[src/rtl/apb_event_pkg.sv]
// apb_event_pkg: shared FSM state type and APB bus constants for the event reporter
package apb_event_pkg;

    typedef enum logic [1:0] {IDLE, SETUP, ACCESS} state_t;

    localparam int APB_AW  = 32;
    localparam int APB_DW  = 32;
    localparam int OVF_BIT = 31;

endpackage

[src/rtl/rr_arbiter.sv]
// rr_arbiter: round-robin request arbiter; the search starts just after the last grant
//   clk, reset    : clock, asynchronous active-high reset
//   req_i         : per-channel request vector
//   advance_i     : accept the current grant and move the pointer to it
//   grant_valid_o : some request is set
//   grant_idx_o   : granted channel index
module rr_arbiter #(
    parameter int N = 4
) (
    input  logic                 clk,
    input  logic                 reset,
    input  logic [N-1:0]         req_i,
    input  logic                 advance_i,
    output logic                 grant_valid_o,
    output logic [$clog2(N)-1:0] grant_idx_o
);
    localparam int IW = $clog2(N);

    logic [IW-1:0] last_q, j;

    // Walk from farthest to nearest so the nearest request after last_q wins.
    always_comb begin
        grant_valid_o = 1'b0;
        grant_idx_o   = '0;
        j             = '0;
        for (int k = N; k >= 1; k--) begin
            j = IW'((int'(last_q) + k) % N);
            if (req_i[j]) begin
                grant_valid_o = 1'b1;
                grant_idx_o   = j;
            end
        end
    end

    // Reset to the last channel so channel 0 is searched first.
    always_ff @(posedge clk or posedge reset) begin
        if (reset) last_q <= IW'(N - 1);
        else if (advance_i) last_q <= grant_idx_o;
    end

endmodule

[src/rtl/apb_event_reporter.sv]
// apb_event_reporter: counts event pulses per channel and reports non-zero counts as APB writes
//   clk, reset         : clock, asynchronous active-high reset
//   event_i            : one pulse per cycle per channel
//   apb_psel_o/penable : APB phase control (SETUP, then ACCESS until pready)
//   apb_pwrite_o       : always 1, the block only writes
//   apb_paddr_o        : ADDR_BASE + channel*ADDR_STRIDE
//   apb_pwdata_o       : {ovf, zero pad, count}
//   apb_pready_i       : completes ACCESS
//   apb_pslverr_i      : slave error, sampled with pready
//   err_o              : sticky slave-error flag
module apb_event_reporter
    import apb_event_pkg::*;
#(
    parameter int                NUM_EVENTS  = 4,
    parameter int                CNT_W       = 16,
    parameter logic [APB_AW-1:0] ADDR_BASE   = 32'hABBA_0000,
    parameter logic [APB_AW-1:0] ADDR_STRIDE = 32'h0001_0000
) (
    input  logic                  clk,
    input  logic                  reset,
    input  logic [NUM_EVENTS-1:0] event_i,
    output logic                  apb_psel_o,
    output logic                  apb_penable_o,
    output logic                  apb_pwrite_o,
    output logic [APB_AW-1:0]     apb_paddr_o,
    output logic [APB_DW-1:0]     apb_pwdata_o,
    input  logic                  apb_pready_i,
    input  logic                  apb_pslverr_i,
    output logic                  err_o
);
    localparam int IW = $clog2(NUM_EVENTS);

    state_t                state_q, state_d;
    logic [CNT_W-1:0]      cnt_q [NUM_EVENTS];
    logic [NUM_EVENTS-1:0] ovf_q, pending, req;
    logic [IW-1:0]         cur_q, grant_idx;
    logic                  grant_valid, capture, err_q;
    logic [APB_AW-1:0]     paddr_q, paddr_d;
    logic [APB_DW-1:0]     pwdata_q, pwdata_d;

    always_comb begin
        pending = '0;
        for (int i = 0; i < NUM_EVENTS; i++) pending[i] = (cnt_q[i] != '0) | ovf_q[i];
    end

    // The channel whose transfer is finishing may not be granted again straight away.
    assign req = (state_q == ACCESS) ? pending & ~(NUM_EVENTS'(1) << cur_q) : pending;

    rr_arbiter #(.N(NUM_EVENTS)) u_arb (
        .clk           (clk),
        .reset         (reset),
        .req_i         (req),
        .advance_i     (capture),
        .grant_valid_o (grant_valid),
        .grant_idx_o   (grant_idx)
    );

    always_comb begin
        capture  = grant_valid && (state_q == IDLE || (state_q == ACCESS && apb_pready_i));
        state_d  = state_q;
        case (state_q)
            IDLE:    state_d = grant_valid ? SETUP : IDLE;
            SETUP:   state_d = ACCESS;
            ACCESS:  state_d = apb_pready_i ? (grant_valid ? SETUP : IDLE) : ACCESS;
            default: state_d = IDLE;
        endcase
        paddr_d           = ADDR_BASE + APB_AW'(grant_idx) * ADDR_STRIDE;
        pwdata_d          = APB_DW'(cnt_q[grant_idx]);
        pwdata_d[OVF_BIT] = ovf_q[grant_idx];
    end

    always_ff @(posedge clk or posedge reset) begin
        if (reset) begin
            state_q  <= IDLE;
            cur_q    <= '0;
            paddr_q  <= '0;
            pwdata_q <= '0;
            err_q    <= 1'b0;
            ovf_q    <= '0;
            for (int i = 0; i < NUM_EVENTS; i++) cnt_q[i] <= '0;
        end else begin
            state_q <= state_d;
            if (capture) begin
                cur_q    <= grant_idx;
                paddr_q  <= paddr_d;
                pwdata_q <= pwdata_d;
            end
            if (state_q == ACCESS && apb_pready_i && apb_pslverr_i) err_q <= 1'b1;
            // A captured channel restarts from its same-cycle event so nothing is dropped.
            for (int i = 0; i < NUM_EVENTS; i++) begin
                if (capture && grant_idx == IW'(i)) begin
                    cnt_q[i] <= event_i[i] ? CNT_W'(1) : '0;
                    ovf_q[i] <= 1'b0;
                end else if (event_i[i]) begin
                    if (&cnt_q[i]) ovf_q[i] <= 1'b1;
                    else cnt_q[i] <= cnt_q[i] + CNT_W'(1);
                end
            end
        end
    end

    assign apb_psel_o    = state_q != IDLE;
    assign apb_penable_o = state_q == ACCESS;
    assign apb_pwrite_o  = 1'b1;
    assign apb_paddr_o   = paddr_q;
    assign apb_pwdata_o  = pwdata_q;
    assign err_o         = err_q;

endmodule

[config.mk]
export PLATFORM = sky130hd
export DESIGN_NAME = apb_event_reporter
export DESIGN_NICKNAME = d
export VERILOG_FILES = /design/src/rtl/apb_event_pkg.sv /design/src/rtl/rr_arbiter.sv /design/src/rtl/apb_event_reporter.sv
export SDC_FILE = /design/constraint.sdc
export NUM_CORES = 1
export LEC_CHECK = 0
export ABC_CLOCK_PERIOD_IN_PS = 4270
export CAP_MARGIN = 20
export CORE_ASPECT_RATIO = 0.8
export CORE_MARGIN = 5
export CORE_UTILIZATION = 60
export CTS_CLUSTER_SIZE = 8
export DETAILED_ROUTE_END_ITERATION = 6
export PLACE_DENSITY = 0.86
export SLEW_MARGIN = 15
export SYNTH_ARGS = -nofsm -noshare
export SYNTH_HDL_FRONTEND = slang
export SYNTH_SLANG_ARGS = --single-unit
[constraint.sdc]
create_clock -name clk -period 4.27 [get_ports clk]
set_input_delay 0.6405 -clock clk [delete_from_list [all_inputs] [get_ports clk]]
set_output_delay 0.6405 -clock clk [all_outputs]
set_load 0.005 [all_outputs]
==> qor.csv <==
metric;value;unit
synth_area_leader_cell;dfrtp_1;
drc;0;
synthCells;602;
vias;4664;
worst_ep_arrival_time;3.51;ns
r2r_cells;7;
cts.clk_slew.worst_paths;0.06;ns
gp_congestion;0.9668;
cts_hold_repair.buffers;0;
synth_area_per_cell;9.338;um^2
crit_fanout;22;
slew_headroom;39.81;%
synth_compound_area_share;13.60;%
synthTopCellsByArea;dfrtp_1 (41%), buf_4 (6.1%), nor2_1 (4.7%);
nNetsFinal;643;
synth-adder-area-share;1.781;%
antenna_found_initial;0;
p_leak;2.733;nW
drt-total-wl;13.71;mm
num_rows;31;
grt-ovfl-total;0;
antenna_cells;0;
cts_sinks;94;
dieWidth;118.2;um
cts_made_buffers;9;
fmax;305.1;MHz
grt_pass1_vias;4352;
sw_frac_of_total;42.38;%
htree_num_levels;3;
synth-xor-area-share;7.478;%
die_h;96.58;um
pwr-share-clk;21.9;%
status;finished clean;
clkLatencyLatePin;0.35;ns
via_per_inst;6.244;
ant_nets;0;
synthArstFlopShare;100.0;%
cts_tree;done;
hp-class;reg2reg;
drive_gt1_share;8.861;%
grt_setup_unrepaired;no;
track_usage;24.26;%
hold_viol_final;0;
pwr_density_cell;600.6;nW/um^2
cts_resized;0;
drt-pass1-iter-count;5;
cp-start-kind;flop;
ios;76;
dp.cells;731;
clock_skew;0.003935;ns
synth_edf_count;0;
switchingPower;1.579;mW
maxCapViolCount;0;
sequentialPowerShare;32.5;%
min_period_over_period;76.75;%
synth.most_common_cell;dfrtp_1;
cts_setup_buffers;0;
yosysSeqAreaShare;41.89;%
crit_start;cnt_q[3]$_DFFE_PP0P_;
end_kind;flop;
synthMuxAreaShare;3.561;%
yosys-top-cells-count;dfrtp_1 (92), nor2_1 (71), buf_4 (46), nand3_1 (38), nand2_1 (33);
p_comb_share;45.6;%
intPower;2.147;mW
p_total;3.726;mW
fin_cells;747;
timing.final.crit_period;3.277;ns
grt_max_degree;42;
synth_cell_types;62;
crit_end;cnt_q[16]$_DFFE_PP0P_;
peakVddDrop;0.0005433;V
required;4.50;ns
r2r_end;cnt_q[16]$_DFFE_PP0P_;
ys.flop_type;dfrtp_1;
critPathKind;reg2reg;
r2r_slack;0.99;ns
root_buffer;clkbuf_16;
fin_setup_tns;0;ns
tightest_slew;0.8946;ns
cts-root-to-sink-buffers;2;
synth_seq_cells;94;
synth.top_cell.area_share;40.95;%
syn-cell-area;5622;um^2
synth_top_family_by_area;simple AND/OR/NAND/NOR gates;
place_hpwl;10.13;mm
area_delta_synth_final;10.35;%
synth_warnings;0;
wire_per_inst;18.35;um
rr_startpoint;cnt_q[3]$_DFFE_PP0P_;
slew_viol_final;0;
core;9115;um^2
die-area;11420;um^2
numPortBuffers;39;
yosys.area_share.simple;22.08;%
start_util;61.67;%
finalSetupViolCount;0;
drt_iter0_markers;538;
grt_first_pass_wirelength;22.25;mm
## how the worst min path moves through the flow
stage	startpoint	endpoint	slack, ns	cells after the start
3_3_place_gp	err_o$_DFFE_PP0P_	err_o$_DFFE_PP0P_	0.45	1
3_5_place_dp	err_o$_DFFE_PP0P_	err_o$_DFFE_PP0P_	0.47	1
6_report	err_o$_DFFE_PP0P_	err_o$_DFFE_PP0P_	0.47	1
2_1_floorplan	err_o$_DFFE_PP0P_	err_o$_DFFE_PP0P_	0.47	1
5_1_grt	err_o$_DFFE_PP0P_	err_o$_DFFE_PP0P_	0.50	1
4_1_cts	err_o$_DFFE_PP0P_	err_o$_DFFE_PP0P_	0.48	1
## stage by stage
stage	utilization (%)	setup WS, ns	hold WS (ns)	instance area (um^2)
detailed placement	64.74	1.092	0.4668	5901
global route	68.06	0.7106	0.4977	6203
finish	68.06	0.9928	0.4703	6203
floorplan	-	1.184	0.4663	5749
global placement	64.71	1.072	0.4504	5898
CTS	68.06	1.073	0.4807	6203
## power by group through the flow
stage               registers (mW)  clock network, mW  logic (mW)
CTS                           1.20              0.821        1.67
detailed placement            1.22                  0        1.66
floorplan                     1.17                  0        1.33
global route                  1.23              0.861        1.86
global placement              1.21                  0        1.61
finish                        1.21              0.814        1.70
## cells in the final DEF, fill, tap and decap left out, drive strengths merged, types with 20 or more instances in the layout
cell,instances
xor2,30
nand3,38
nor2,71
inv,20
clkdlybuf4s50,39
nand2,34
o21ai,33
conb,36
dfrtp,92
a21oi,30
## worst max-delay path: stages, from the launching register on
cell     delay (ns)
dfrtp_1        0.48
nor4_1         0.38
and4_1         0.42
o22ai_2        0.17
a221o_1        0.62
nor4_4         0.71
mux2i_1        0.16
a31o_1         0.21
## routing by layer
| layer | GRT usage (%) | part of all wire (%) | up-vias |
|---|---|---|---|
| met3 | 5.122 | 7.9 | 29 |
| met1 | 32.95 | 42 | 2281 |
| li1 | - | - | 2123 |
| met2 | 39.65 | 48 | 231 |
| met4 | 7.354 | 1.9 | 0 |
| met5 | 0 | 0 | - |
## sequential cells by signal, summed over array words and instances (netlist names)
name	count
apb_pwdata_o	17
err_o	1
state_q	2
cnt_q	64
ovf_q	4
cur_q	1
apb_paddr_o	3
u_arb.last_q	2
## area by class of cell
class | instances | area [um^2]
Fill cell | 677 | 2912
Clock buffer | 13 | 260.3
Clock inverter | 3 | 42.54
Sequential cell | 94 | 2355
Tap cell | 115 | 143.9
Multi-Input combinational cell | 453 | 2864
Inverter | 21 | 80.08
Timing Repair Buffer | 48 | 457.9
## cell families after synthesis
kind of cell | Yosys count
simple gates | 235
compound gates | 110
flops | 94
buf+inv | 89
xor+xnor | 48
mux | 16
fa+ha+maj | 8
other cells | 2
No activity file was read; power rests on OpenSTA's default activity.
